`src/rtl/conv_layer_sequencer.sv`:
```
// Per-sample scheduler for a stack of dilated causal conv layers sharing one MAC.
// Walks ADV -> START -> WAIT for each layer, then pulses out_valid; tracks warm-up and errors.
module conv_layer_sequencer #(
    parameter int NUM_LAYERS = 4,
    parameter int TIMEOUT    = 255,
    parameter int CNT_W      = 16
) (
    input  logic                          clk,
    input  logic                          rst,
    input  logic                          sample_valid,
    output logic                          sample_ready,
    output logic [NUM_LAYERS-1:0]         cache_adv,
    output logic                          mac_start,
    input  logic                          mac_done,
    output logic [$clog2(NUM_LAYERS)-1:0] layer_idx,
    output logic [2*NUM_LAYERS-2:0]       layer_dilation,
    output logic                          out_valid,
    output logic                          primed,
    output logic                          busy,
    output logic                          overrun,
    output logic                          timeout_err,
    output logic [CNT_W-1:0]              drop_count,
    input  logic                          err_clr
);

    localparam int LW    = $clog2(NUM_LAYERS);
    localparam int DW    = 2 * NUM_LAYERS - 1;
    localparam int WW    = $clog2(TIMEOUT + 1);
    localparam int PRIME = 4 ** NUM_LAYERS;
    localparam int SW    = $clog2(PRIME + 1);

    typedef enum logic [2:0] {S_IDLE, S_ADV, S_START, S_WAIT, S_DONE} state_t;

    state_t                  state_reg, state_next;
    logic [LW-1:0]           layer_idx_reg, layer_idx_next;
    logic [WW-1:0]           wait_cnt_reg, wait_cnt_next;
    logic [SW-1:0]           sample_cnt_reg, sample_cnt_next;
    logic [NUM_LAYERS-1:0]   cache_adv_reg, adv_dec;
    logic                    mac_start_reg, mac_start_next;
    logic                    out_valid_reg, out_valid_next;
    logic                    overrun_reg, overrun_next;
    logic                    timeout_err_reg, timeout_err_next;
    logic [CNT_W-1:0]        drop_count_reg, drop_count_next;
    logic                    accept, overrun_evt, timeout_evt;

    assign sample_ready = (state_reg == S_IDLE);
    assign accept       = sample_valid && sample_ready;
    assign overrun_evt  = sample_valid && !sample_ready;

    always_comb begin
        state_next       = state_reg;
        layer_idx_next   = layer_idx_reg;
        wait_cnt_next    = wait_cnt_reg;
        timeout_evt      = 1'b0;
        case (state_reg)
            S_IDLE: begin
                if (accept) begin
                    layer_idx_next = '0;
                    state_next     = S_ADV;
                end
            end
            S_ADV:   state_next = S_START;
            S_START: begin
                wait_cnt_next = '0;
                state_next    = S_WAIT;
            end
            S_WAIT: begin
                // A done arriving on the last permitted cycle still wins over the abort.
                if (mac_done) begin
                    if (layer_idx_reg == LW'(NUM_LAYERS - 1)) begin
                        state_next = S_DONE;
                    end else begin
                        layer_idx_next = layer_idx_reg + LW'(1);
                        state_next     = S_ADV;
                    end
                end else if (wait_cnt_reg == WW'(TIMEOUT - 1)) begin
                    timeout_evt = 1'b1;
                    state_next  = S_IDLE;
                end else begin
                    wait_cnt_next = wait_cnt_reg + WW'(1);
                end
            end
            S_DONE:  state_next = S_IDLE;
            default: state_next = S_IDLE;
        endcase

        mac_start_next = (state_next == S_START);
        out_valid_next = (state_next == S_DONE);

        sample_cnt_next = sample_cnt_reg;
        if (accept && sample_cnt_reg != SW'(PRIME))
            sample_cnt_next = sample_cnt_reg + SW'(1);

        // New events take priority over a simultaneous clear.
        overrun_next     = overrun_evt | (overrun_reg & ~err_clr);
        timeout_err_next = timeout_evt | (timeout_err_reg & ~err_clr);
        drop_count_next  = drop_count_reg;
        if (overrun_evt) begin
            if (err_clr)
                drop_count_next = CNT_W'(1);
            else if (!(&drop_count_reg))
                drop_count_next = drop_count_reg + CNT_W'(1);
        end else if (err_clr) begin
            drop_count_next = '0;
        end
    end

    // Registered one-hot advance strobe, decoded from the upcoming state.
    for (genvar gi = 0; gi < NUM_LAYERS; gi++) begin : g_adv
        assign adv_dec[gi] = (state_next == S_ADV) && (layer_idx_next == LW'(gi));
    end

    always_ff @(posedge clk or posedge rst) begin
        if (rst) begin
            state_reg       <= S_IDLE;
            layer_idx_reg   <= '0;
            wait_cnt_reg    <= '0;
            sample_cnt_reg  <= '0;
            cache_adv_reg   <= '0;
            mac_start_reg   <= 1'b0;
            out_valid_reg   <= 1'b0;
            overrun_reg     <= 1'b0;
            timeout_err_reg <= 1'b0;
            drop_count_reg  <= '0;
        end else begin
            state_reg       <= state_next;
            layer_idx_reg   <= layer_idx_next;
            wait_cnt_reg    <= wait_cnt_next;
            sample_cnt_reg  <= sample_cnt_next;
            cache_adv_reg   <= adv_dec;
            mac_start_reg   <= mac_start_next;
            out_valid_reg   <= out_valid_next;
            overrun_reg     <= overrun_next;
            timeout_err_reg <= timeout_err_next;
            drop_count_reg  <= drop_count_next;
        end
    end

    assign cache_adv      = cache_adv_reg;
    assign mac_start      = mac_start_reg;
    assign out_valid      = out_valid_reg;
    assign layer_idx      = layer_idx_reg;
    assign layer_dilation = {{(DW-1){1'b0}}, 1'b1} << {layer_idx_reg, 1'b0};
    assign primed         = (sample_cnt_reg == SW'(PRIME));
    assign busy           = (state_reg != S_IDLE);
    assign overrun        = overrun_reg;
    assign timeout_err    = timeout_err_reg;
    assign drop_count     = drop_count_reg;

endmodule
```
`config.mk`:
```
export PLATFORM = sky130hd
export DESIGN_NAME = conv_layer_sequencer
export DESIGN_NICKNAME = d
export VERILOG_FILES = /design/src/rtl/conv_layer_sequencer.sv
export SDC_FILE = /design/constraint.sdc
export NUM_CORES = 1
export LEC_CHECK = 0
export ABC_AREA = 1
export ABC_CLOCK_PERIOD_IN_PS = 3650
export CAP_MARGIN = 20
export CORE_ASPECT_RATIO = 1.5
export CORE_MARGIN = 1.5
export CORE_UTILIZATION = 35
export DETAILED_ROUTE_END_ITERATION = 16
export SLEW_MARGIN = 20
export SYNTH_ARGS = -nofsm -noshare
export SYNTH_HDL_FRONTEND = slang
export SYNTH_SLANG_ARGS = --single-unit
```
`constraint.sdc`:
```
create_clock -name clk -period 3.65 [get_ports clk]
set_input_delay 0.365 -clock clk [delete_from_list [all_inputs] [get_ports clk]]
set_output_delay 0.365 -clock clk [all_outputs]
set_load 0.005 [all_outputs]
```
======== Yosys cells after proc, flatten, opt, wreduce, memory -nomap -nowiden ========
Index checks and enable logic that the tools add are counted.
word-level totals
  flip-flop bits (word level) ............. 46
  input bits .............................. 5
operators by class
  equality and inequality tests ........... 16
  muxes and demuxes ....................... 19
  add/subtract/negate cells ............... 4
  bitwise operators ....................... 5
  reductions and logical operators ........ 16
  shift operators ......................... 1
operators by type and width
  kind                                                                count
  16-bit two-way mux                                                  4
  16-bit by 1-bit adder with 16-bit output (second input constant)    1
  8-bit two-way mux                                                   2
  8-bit case mux with 2 select lines                                  1
  16-bit AND reduction                                                1
  3-bit two-way mux                                                   4
  3-bit case mux with 4 select lines                                  1
  9-bit by 1-bit adder with 9-bit output (second input constant)      1
  3-bit by 2-bit == test with 1-bit output (second input constant)    3
  9-bit == test (second input constant)                               1
  9-bit != test (second input constant)                               1
  8-bit by 1-bit adder with 8-bit output (second input constant)      1
  8-bit == test (second input constant)                               1
  1-bit logical AND                                                   7
  1-bit by 3-bit << shifter with 7-bit output (first input constant)  1
  2-bit == test (second input constant)                               3
  3-bit by 1-bit == test with 1-bit output (second input constant)    2
  2-bit two-way mux                                                   3
  2-bit != test (second input constant)                               3
  2-bit case mux with 2 select lines                                  1
  2-bit nonzero test                                                  2
  3-bit == test (second input constant)                               1
  3-bit zero test                                                     1
  1-bit two-way mux                                                   3
  10 further kinds                                                    12

======== Logic depth before layout (Yosys ltp) ========
Gate-level depths: netlist (run 1).
  word-level depth ........................ 6
  gate-level depth with buffers ........... 11
  gate-level depth less buffers ........... 11

======== Worst setup path after synthesis (run 1) ========
OpenSTA, ideal clock, no wires.
  path kind ............................... reg-to-reg
  start point ............................. register sample_cnt_reg[0]
  end point ............................... register sample_cnt_reg[3]
  library setup time ...................... 126 ps
  stages on the path, launching flop included .. 9
  arrival time ............................ 1304 ps
  clock period less this slack ............ 1431 ps
  setup slack ............................. 2219 ps
  buffers on the path ..................... 1
  data required time ...................... 3524 ps
  cell sequence ........................... dfrtp_1 > inv_1 > ha_1 > nand4_1 > nor2_1 > nor2_4 > buf_4 > nand2_1 > o21ai_0
on the way
  word-level cells in the longest chain between the ends .. 2
  elaborated cells between the ends (all ways) .. 3
  those cells by class .................... add/sub (1); eq/ne (1); reduce/logical (1)
RTL lines
  what                                                                            line  RTL
  start: declaration                                                              37    logic [SW-1:0] sample_cnt_reg, sample_cnt_next;
  start signal: assignment                                                        129   sample_cnt_reg <= sample_cnt_next;
  branches (longest 2 deep; another with 9-bit by 1-bit adder with 9-bit output)  -
Parallel ways; which one is timed is not known.
A chain may end at the register's enable or synchronous reset.

======== Worst setup path after layout (run 1) ========
  start point ............................. register sample_cnt_reg[0]
  end point ............................... output port primed
on the way
  word-level cells in the longest chain between the ends .. 1
RTL lines
  what              line  RTL
  9-bit == test     144   assign primed = (sample_cnt_reg == SW'(PRIME));
  end: declaration  18    output logic primed,
Every way passes these cells.

==> results.tsv, run 1 <==
metric	value	unit
Reg2Reg Depth	10	
vias in the first global route	2183	
Initial Util	0.364	
Reg-to-Reg Start	wait_cnt_reg[0]$_DFFE_PP0P_	
first-pass GRT wire length	9830	um
worst-path fanout max	3	
starting DRC count in detailed routing	159	
Setup TNS	0	ns
synth warn	0	
CP cell instances	inv_1 -> ha_1 -> nand4_1 -> nor2_1 -> clkdlybuf4s50_1	
Die H	109	um
fin. max-slew vios	0	
largest area contributor in the netlist	dfrtp_1	
Cell variety after synth	30	
Tcrit/Tclk final	0.616	
Final Util	0.438	
gpl congestion	0.842	
post-place setup slack	1.65	ns
Crit Path Category	flip-flop to output pin	
outcome	completed	
initial antenna violation count	0	
Worst setup EP type	output pin	
Pleak	0.00146	uW
CTS clk-pin slew, worst paths	0.09	ns
worst skew pair latency	0.31	ns
max FFs per register	16	
die area	0.00810	mm2
Peak VDD IR	0.293	mV
slowest CP cell	clkdlybuf4s50_1	
via count	2261	
Post-Syn Instances	341	
number of synthesized flops with an enable pin	0	
Final Setup Violations	0	
unrepaired setup endpoints after global routing	false	
I/O pin cnt	41	
Core Rows	38	
Inst Count DP	473	
final worst slack	1.40	ns
share of the synthesized area in the top cell type	0.435	
port bufs	37	
Root Buffer	clkbuf_8	
hold endpoint	mac_start$_DFF_PP0_	
Post-CTS Setup Inserts	0	
H-tree depth	2	
CTS buffer count	5	
CTS resizes	0	
highest clock rate	445	MHz
Avg WL per Cell	11.8	um
TritonCTS clock tree	done	
register bit total from synthesis	46	
final wirelength	5660	um
hpwl dp	4230	um
reg2reg setup slack	1.91	ns
Overflow after GRT	0	
largest stage delay on the critical path	0.56	ns
nets@finish	390	
layout cells sized above 1	0.0971	
Finished Layout Cells	481	
Cells on Worst Hold Path	1	
Synth area leaders	dfrtp_1 (44%), nand2_1 (12%), inv_1 (5.7%)	
min cycle time layout	2.25	ns
Hold Buf Count CTS	0	
Worst setup SP type	flip-flop	
Final ANT Viol Nets	0	
Antenna diodes	0	
CP arrival	1.88	ns
Min-Delay Startpoint	state_reg[1]$_DFF_PP0_	
Syn Area/Cell	7.76	um2
Synth Flop Type	dfrtp_1	
Layout area overhead	20.4	%
drt pass-1 iters	4	
Req. time, crit path	3.28	ns
sequential-to-total area share from yosys stat	0.435	
pwr dens	523	mW/mm2
vias per cell	4.70	
CTS sink cnt	46	
area of the multi-input gates	0.00125	mm2
post-synthesis cell area	0.00265	mm2
total power	1670	uW
clk buf depth	2	
Reg2Reg Capture Point	cache_adv[1]$_DFF_PP0_	
Core Region	0.00727	mm2
Least-Margin Pin Slew	0.813	ns
drt drc	0	
total track usage	0.156	
post-synthesis async set-or-reset flop share	1.00	
FF+latch area	0.00115	mm2
die width	74.0	um
# fillers	735	
Worst slew margin	0.458	
Hold Fails Final Rpt	0	
max cap viols	0	
largest net degree at the start of global routing	47	
clock skew	0.0143	ns
Hold Crit Class	flip-flop to flip-flop	
[worst max path at each step]
stage,startpoint,to,slack [ns],cells after the start
finish,sample_cnt_reg[0]$_DFFE_PP0P_,primed,1.40,5
global route,sample_cnt_reg[0]$_DFFE_PP0P_,primed,1.29,5
CTS,sample_cnt_reg[0]$_DFFE_PP0P_,primed,1.39,5
detailed placement,err_clr,drop_count[3]$_DFFE_PP0P_,1.65,7
global placement,err_clr,drop_count[3]$_DFFE_PP0P_,1.70,7
floorplan,rst,cache_adv[0]$_DFF_PP0_,2.20,1
[Yosys cell counts (3+ instances only)]
cell and number:
buf_4 4, dfrtp_1 46, ha_1 5, inv_1 40, inv_2 6, nand2_1 87
nand2_2 7, nand3_1 23, nand4_1 15, nor2_1 38, nor2_4 3, nor3_1 5
o21ai_0 18, o21ai_1 8, o21ai_2 3, xor2_1 12
[per-layer routing]
layer	wire, um	vias up	track usage
met1	2360	1059	0.177
met3	131	8	0.0293
met2	3050	28	0.279
li1	-	1166	-
met4	116	0	0.0635
met5	0	-	0
[logic make-up after synthesis]
| kind of cell | share of synthesized area |
|---|---|
| and+or+nand+nor | 0.325 |
| buffers and inverters | 0.0941 |
| DFF | 0.435 |
| AOI/OAI and AO/OA | 0.0743 |
| xor gates and xnor gates | 0.0464 |
| adders and majority gates | 0.0237 |
| other | 0.00142 |
[where the power goes]
part	internal, uW	switching, uW
Clock	202	181
Sequential	604	80.2
Combinational	245	353
[area by class of cell]
class	instances	share of cell area
Multi-Input combinational cell	243	0.393
Sequential cell	46	0.361
Timing Repair Buffer	37	0.116
Inverter	47	0.0558
Tap cell	100	0.0393
Clock buffer	5	0.0216
Clock inverter	3	0.0126
[critical path, delay by kind of cell, from the launching register on]
kind                       cells  cell delay [ns]
and+or+nand+nor                2             0.37
buffers and inverters          2             0.66
DFF                            1             0.41
adders and majority gates      1             0.15
[cells in the final DEF, fill, tap and decap left out, types with 5 or more instances in the layout]
cell type / instances
nand2_1: 87
clkdlybuf4s50_1: 37
nor3_1: 5
o21ai_0: 18
xor2_1: 12
clkbuf_8: 5
inv_1: 39
o21ai_1: 8
nand3_1: 23
dfrtp_1: 46
nand4_1: 15
ha_1: 5
inv_2: 6
nand2_2: 7
nor2_1: 38
[metrics by stage]
stage	hold WS [ns]	cell area, um2
after detailed placement	0.475	3080
final	0.486	3190
after global placement	0.473	3080
after global routing	0.522	3190
after floorplan	0.442	2650
after CTS	0.488	3180
Note: power is estimated with default switching activity, not from simulation.
==> run 2, diff against run 1 <==
- ABC_CLOCK_PERIOD_IN_PS: 3650 -> 2300
- clock period: 3.65 -> 2.3 ns (I/O delays scaled with it)
==> results.tsv, run 2 (synthesis results as in run 1) <==
metric	value	unit
Finished Layout Cells	484	
port bufs	37	
Die H	109	um
CP cell instances	inv_1 -> ha_1 -> nand4_1 -> nor2_1 -> clkdlybuf4s50_1	
first-pass GRT wire length	10100	um
Reg2Reg Capture Point	cache_adv[1]$_DFF_PP0_	
Setup TNS	0	ns
Final Setup Violations	0	
die area	0.00810	mm2
Initial Util	0.364	
CTS buffer count	5	
reg2reg setup slack	0.60	ns
vias per cell	4.66	
CP arrival	1.88	ns
area of the multi-input gates	0.00125	mm2
fin. max-slew vios	0	
Antenna diodes	0	
CP delay by family, top	buffers and inverters	
Peak VDD IR	0.588	mV
highest clock rate	474	MHz
drt drc	0	
starting DRC count in detailed routing	140	
Worst setup SP type	flip-flop	
Final ANT Viol Nets	0	
max FFs per register	16	
Reg2Reg Depth	10	
slowest CP cell	clkdlybuf4s50_1	
vias in the first global route	2226	
Avg WL per Cell	12.1	um
CTS sink cnt	46	
Net Sw Power	987	uW
hpwl dp	4390	um
Pint	1810	uW
I/O pin cnt	41	
Worst setup EP type	output pin	
Hold Buf Count CTS	0	
Inst Count DP	476	
unrepaired setup endpoints after global routing	false	
final instance area	0.00324	mm2
largest net degree at the start of global routing	20	
placed inst area	0.00310	mm2
# fillers	723	
clock skew	0.00781	ns
FF+latch area	0.00115	mm2
via count	2255	
Worst Path Buf+Inv	2	
Root Buffer	clkbuf_8	
gpl congestion	0.873	
layout cells sized above 1	0.104	
switch share	0.352	
clk buf depth	2	
Hold Crit Class	primary input to asynchronous set/reset pin	
drt pass-1 iters	4	
die width	74.0	um
Overflow after GRT	0	
Clock Power Share	0.273	
Hold Fails Final Rpt	0	
CP startpoint	sample_cnt_reg[0]$_DFFE_PP0P_	
most frequent cells in the layout	nand2_1 (87), dfrtp_1 (46), inv_1 (39), nor2_1 (38), clkdlybuf4s50_1 (37)	
most common cell after layout, fill and taps aside	nand2_1	
Req. time, crit path	2.07	ns
Crit Path Category	flip-flop to output pin	
worst hold slack	0.231	ns
Pleak	0.00149	uW
Final Util	0.445	
CTS clk-pin slew, worst paths	0.09	ns
Tcrit/Tclk final	0.917	
nets@finish	393	
Reg power frac	0.391	
Layout area overhead	22.5	%
largest stage delay on the critical path	0.56	ns
Post-CTS Setup Inserts	0	
worst-path fanout max	3	
CTS resizes	0	
Comb power frac	0.336	
Core Region	0.00727	mm2
min cycle time layout	2.11	ns
total track usage	0.162	
TritonCTS clock tree	done	
worst skew pair latency	0.31	ns
pwr dens	864	mW/mm2
H-tree depth	2	
final wirelength	5850	um
Core Rows	38	
outcome	completed	
Reg-to-Reg Start	wait_cnt_reg[0]$_DFFE_PP0P_	
initial antenna violation count	0	
max cap viols	0	
run 2: cell count changes in the layout (fill, tap and decap cells not counted):
cell / delta
buf_4: +3
clkinv_2: -3
bufinv_16: +1
clkbuf_8: +1
inv_2: +1
run 2: how the worst max path moves through the flow:
stage / slack, ns / cells past startpoint / endpoint
5_1_grt: 0.07 / 5 / primed
3_5_place_dp: 0.52 / 5 / primed
6_report: 0.19 / 5 / primed
2_1_floorplan: 0.87 / 8 / sample_cnt_reg[3]$_DFFE_PP0P_
3_3_place_gp: 0.53 / 5 / primed
4_1_cts: 0.17 / 5 / primed
run 2: layout make-up:
cell class	instances	share of cell area
clock inverters	2	0.0185
clock buffers	6	0.0255
multi-input cells	243	0.386
repair buffers	40	0.121
inverters	47	0.0544
flip-flops and latches	46	0.355
well taps	100	0.0386
run 2: power groups by stage:
stage / sequential, uW / clock, uW / combinational, uW
after floorplan: 1090 / 0 / 625
after global placement: 1110 / 0 / 949
after detailed placement: 1110 / 0 / 959
after CTS: 1100 / 784 / 963
after global routing: 1120 / 804 / 1090
final: 1090 / 765 / 943
run 2: worst register-to-register path: stages (launching register included):
cell	delay [ns]
dfrtp_1	0.40
inv_1	0.10
ha_1	0.15
nand2_1	0.05
nor2_1	0.11
nand2_2	0.10
nand2_2	0.10
nand2_1	0.25
nor2_1	0.21
nand2_1	0.09
nor2_1	0.10
run 2: metrics by stage:
stage / total power, uW / setup slack, ns
2_1_floorplan: 1710 / 0.869
3_3_place_gp: 2050 / 0.534
3_5_place_dp: 2070 / 0.519
4_1_cts: 2840 / 0.166
5_1_grt: 3010 / 0.0726
6_report: 2800 / 0.190
run 2: routing by layer:
| metal | part of all wire | track usage | vias up |
|---|---|---|---|
| li1 | - | - | 1160 |
| met1 | 0.42 | 0.190 | 1065 |
| met2 | 0.54 | 0.285 | 23 |
| met3 | 0.025 | 0.0330 | 7 |
| met4 | 0.015 | 0.0582 | 0 |
| met5 | 0 | 0 | - |
==> run 3, diff against run 2 <==
- CORE_UTILIZATION: 35 -> 50
- PLACE_DENSITY: unset -> 0.75
==> results.tsv, run 3 (synthesis results as in run 1) <==
metric	value	unit
layout cells sized above 1	0.104	
Finished Layout Cells	452	
die width	62.4	um
H-tree depth	2	
fin. max-slew vios	0	
Top Layer Used	met4	
Root Buffer	clkbuf_8	
final worst slack	0.195	ns
post-place setup slack	0.515	ns
die area	0.00574	mm2
total track usage	0.211	
Pleak	0.00147	uW
Overflow after GRT	0	
clk buf depth	2	
nets@finish	393	
min cycle time layout	2.10	ns
Setup TNS	0	ns
worst skew pair latency	0.30	ns
Core Rows	32	
Worst setup SP type	flip-flop	
CP arrival	1.87	ns
pwr dens	838	mW/mm2
Final Util	0.618	
most common cell after layout, fill and taps aside	nand2_1	
Layout area overhead	19.7	%
Inst Count DP	444	
metal2 WL	2870	um
highest clock rate	475	MHz
Final ANT Viol Nets	0	
Req. time, crit path	2.07	ns
Tcrit/Tclk final	0.915	
gpl congestion	0.904	
Crit Path Category	flip-flop to output pin	
vias in the first global route	2233	
port bufs	37	
TritonCTS clock tree	done	
most frequent cells in the layout	nand2_1 (87), dfrtp_1 (46), inv_1 (39), nor2_1 (38), clkdlybuf4s50_1 (37)	
metal1 wirelength	2370	um
met3 routed WL	192	um
drt pass-1 iters	4	
vias per cell	5.09	
final wirelength	5580	um
CTS sink cnt	46	
Hold Buf Count CTS	0	
Hold Fails Final Rpt	0	
worst-path fanout max	3	
Worst setup EP type	output pin	
max cap viols	0	
Initial Util	0.516	
CTS buffer count	5	
largest net degree at the start of global routing	21	
clock skew	0.00458	ns
outcome	completed	
starting DRC count in detailed routing	164	
first-pass GRT wire length	9730	um
hpwl dp	4290	um
Avg WL per Cell	12.3	um
unrepaired setup endpoints after global routing	false	
Post-CTS Setup Inserts	0	
Peak VDD IR	0.586	mV
Hold Crit Class	primary input to asynchronous set/reset pin	
Antenna diodes	0	
initial antenna violation count	0	
max FFs per register	16	
CTS resizes	0	
placed inst area	0.00306	mm2
final instance area	0.00317	mm2
via count	2300	
I/O pin cnt	41	
Final Setup Violations	0	
drt drc	0	
Die H	92.1	um
Core Region	0.00512	mm2
CTS clk-pin slew, worst paths	0.09	ns
## run 3: worst max-delay path: stages (launching register included)
cell and delay (ns):
dfrtp_1 0.41, inv_1 0.10, ha_1 0.15, nand4_1 0.09, nor2_1 0.27, clkdlybuf4s50_1 0.56
## run 3: cell type report
cell class / count / area, um2
Timing Repair Buffer: 40 / 393
Multi-Input combinational cell: 243 / 1250
Fill cell: 460 / 1960
Tap cell: 68 / 85.1
Clock buffer: 5 / 68.8
Inverter: 47 / 176
Sequential cell: 46 / 1150
Clock inverter: 3 / 40.0
## run 3: final timing paths
path / end / start / depth (start not counted) / slack [ns]
max reg2reg: cache_adv[1]$_DFF_PP0_ / wait_cnt_reg[0]$_DFFE_PP0P_ / 10 / 0.60
min reg2reg: mac_start$_DFF_PP0_ / state_reg[1]$_DFF_PP0_ / 1 / 0.49
max: primed / sample_cnt_reg[0]$_DFFE_PP0P_ / 5 / 0.20
min: state_reg[0]$_DFF_PP0_ / rst / 2 / 0.23
min in group clk: mac_start$_DFF_PP0_ / state_reg[1]$_DFF_PP0_ / 1 / 0.49
max in group asynchronous: sample_cnt_reg[2]$_DFFE_PP0P_ / rst / 3 / 1.52
## run 3: routing by layer
| layer | up-vias | track usage |
|---|---|---|
| li1 | 1160 | - |
| met1 | 1077 | 0.243 |
| met2 | 50 | 0.380 |
| met3 | 13 | 0.0356 |
| met4 | 0 | 0.0981 |
| met5 | - | 0 |
## run 3: metrics by stage
step	total power, uW	hold slack (ns)
2_1_floorplan	1710	0.327
3_3_place_gp	2040	0.466
3_5_place_dp	2060	0.473
4_1_cts	2660	0.240
5_1_grt	2820	0.272
6_report	2650	0.225
## run 3: power breakdown
group | switching (uW) | total [uW] | internal (uW)
sequential | 136 | 1100 | 959
clock | 284 | 604 | 320
combinational | 561 | 954 | 392
total | 981 | 2650 | 1670
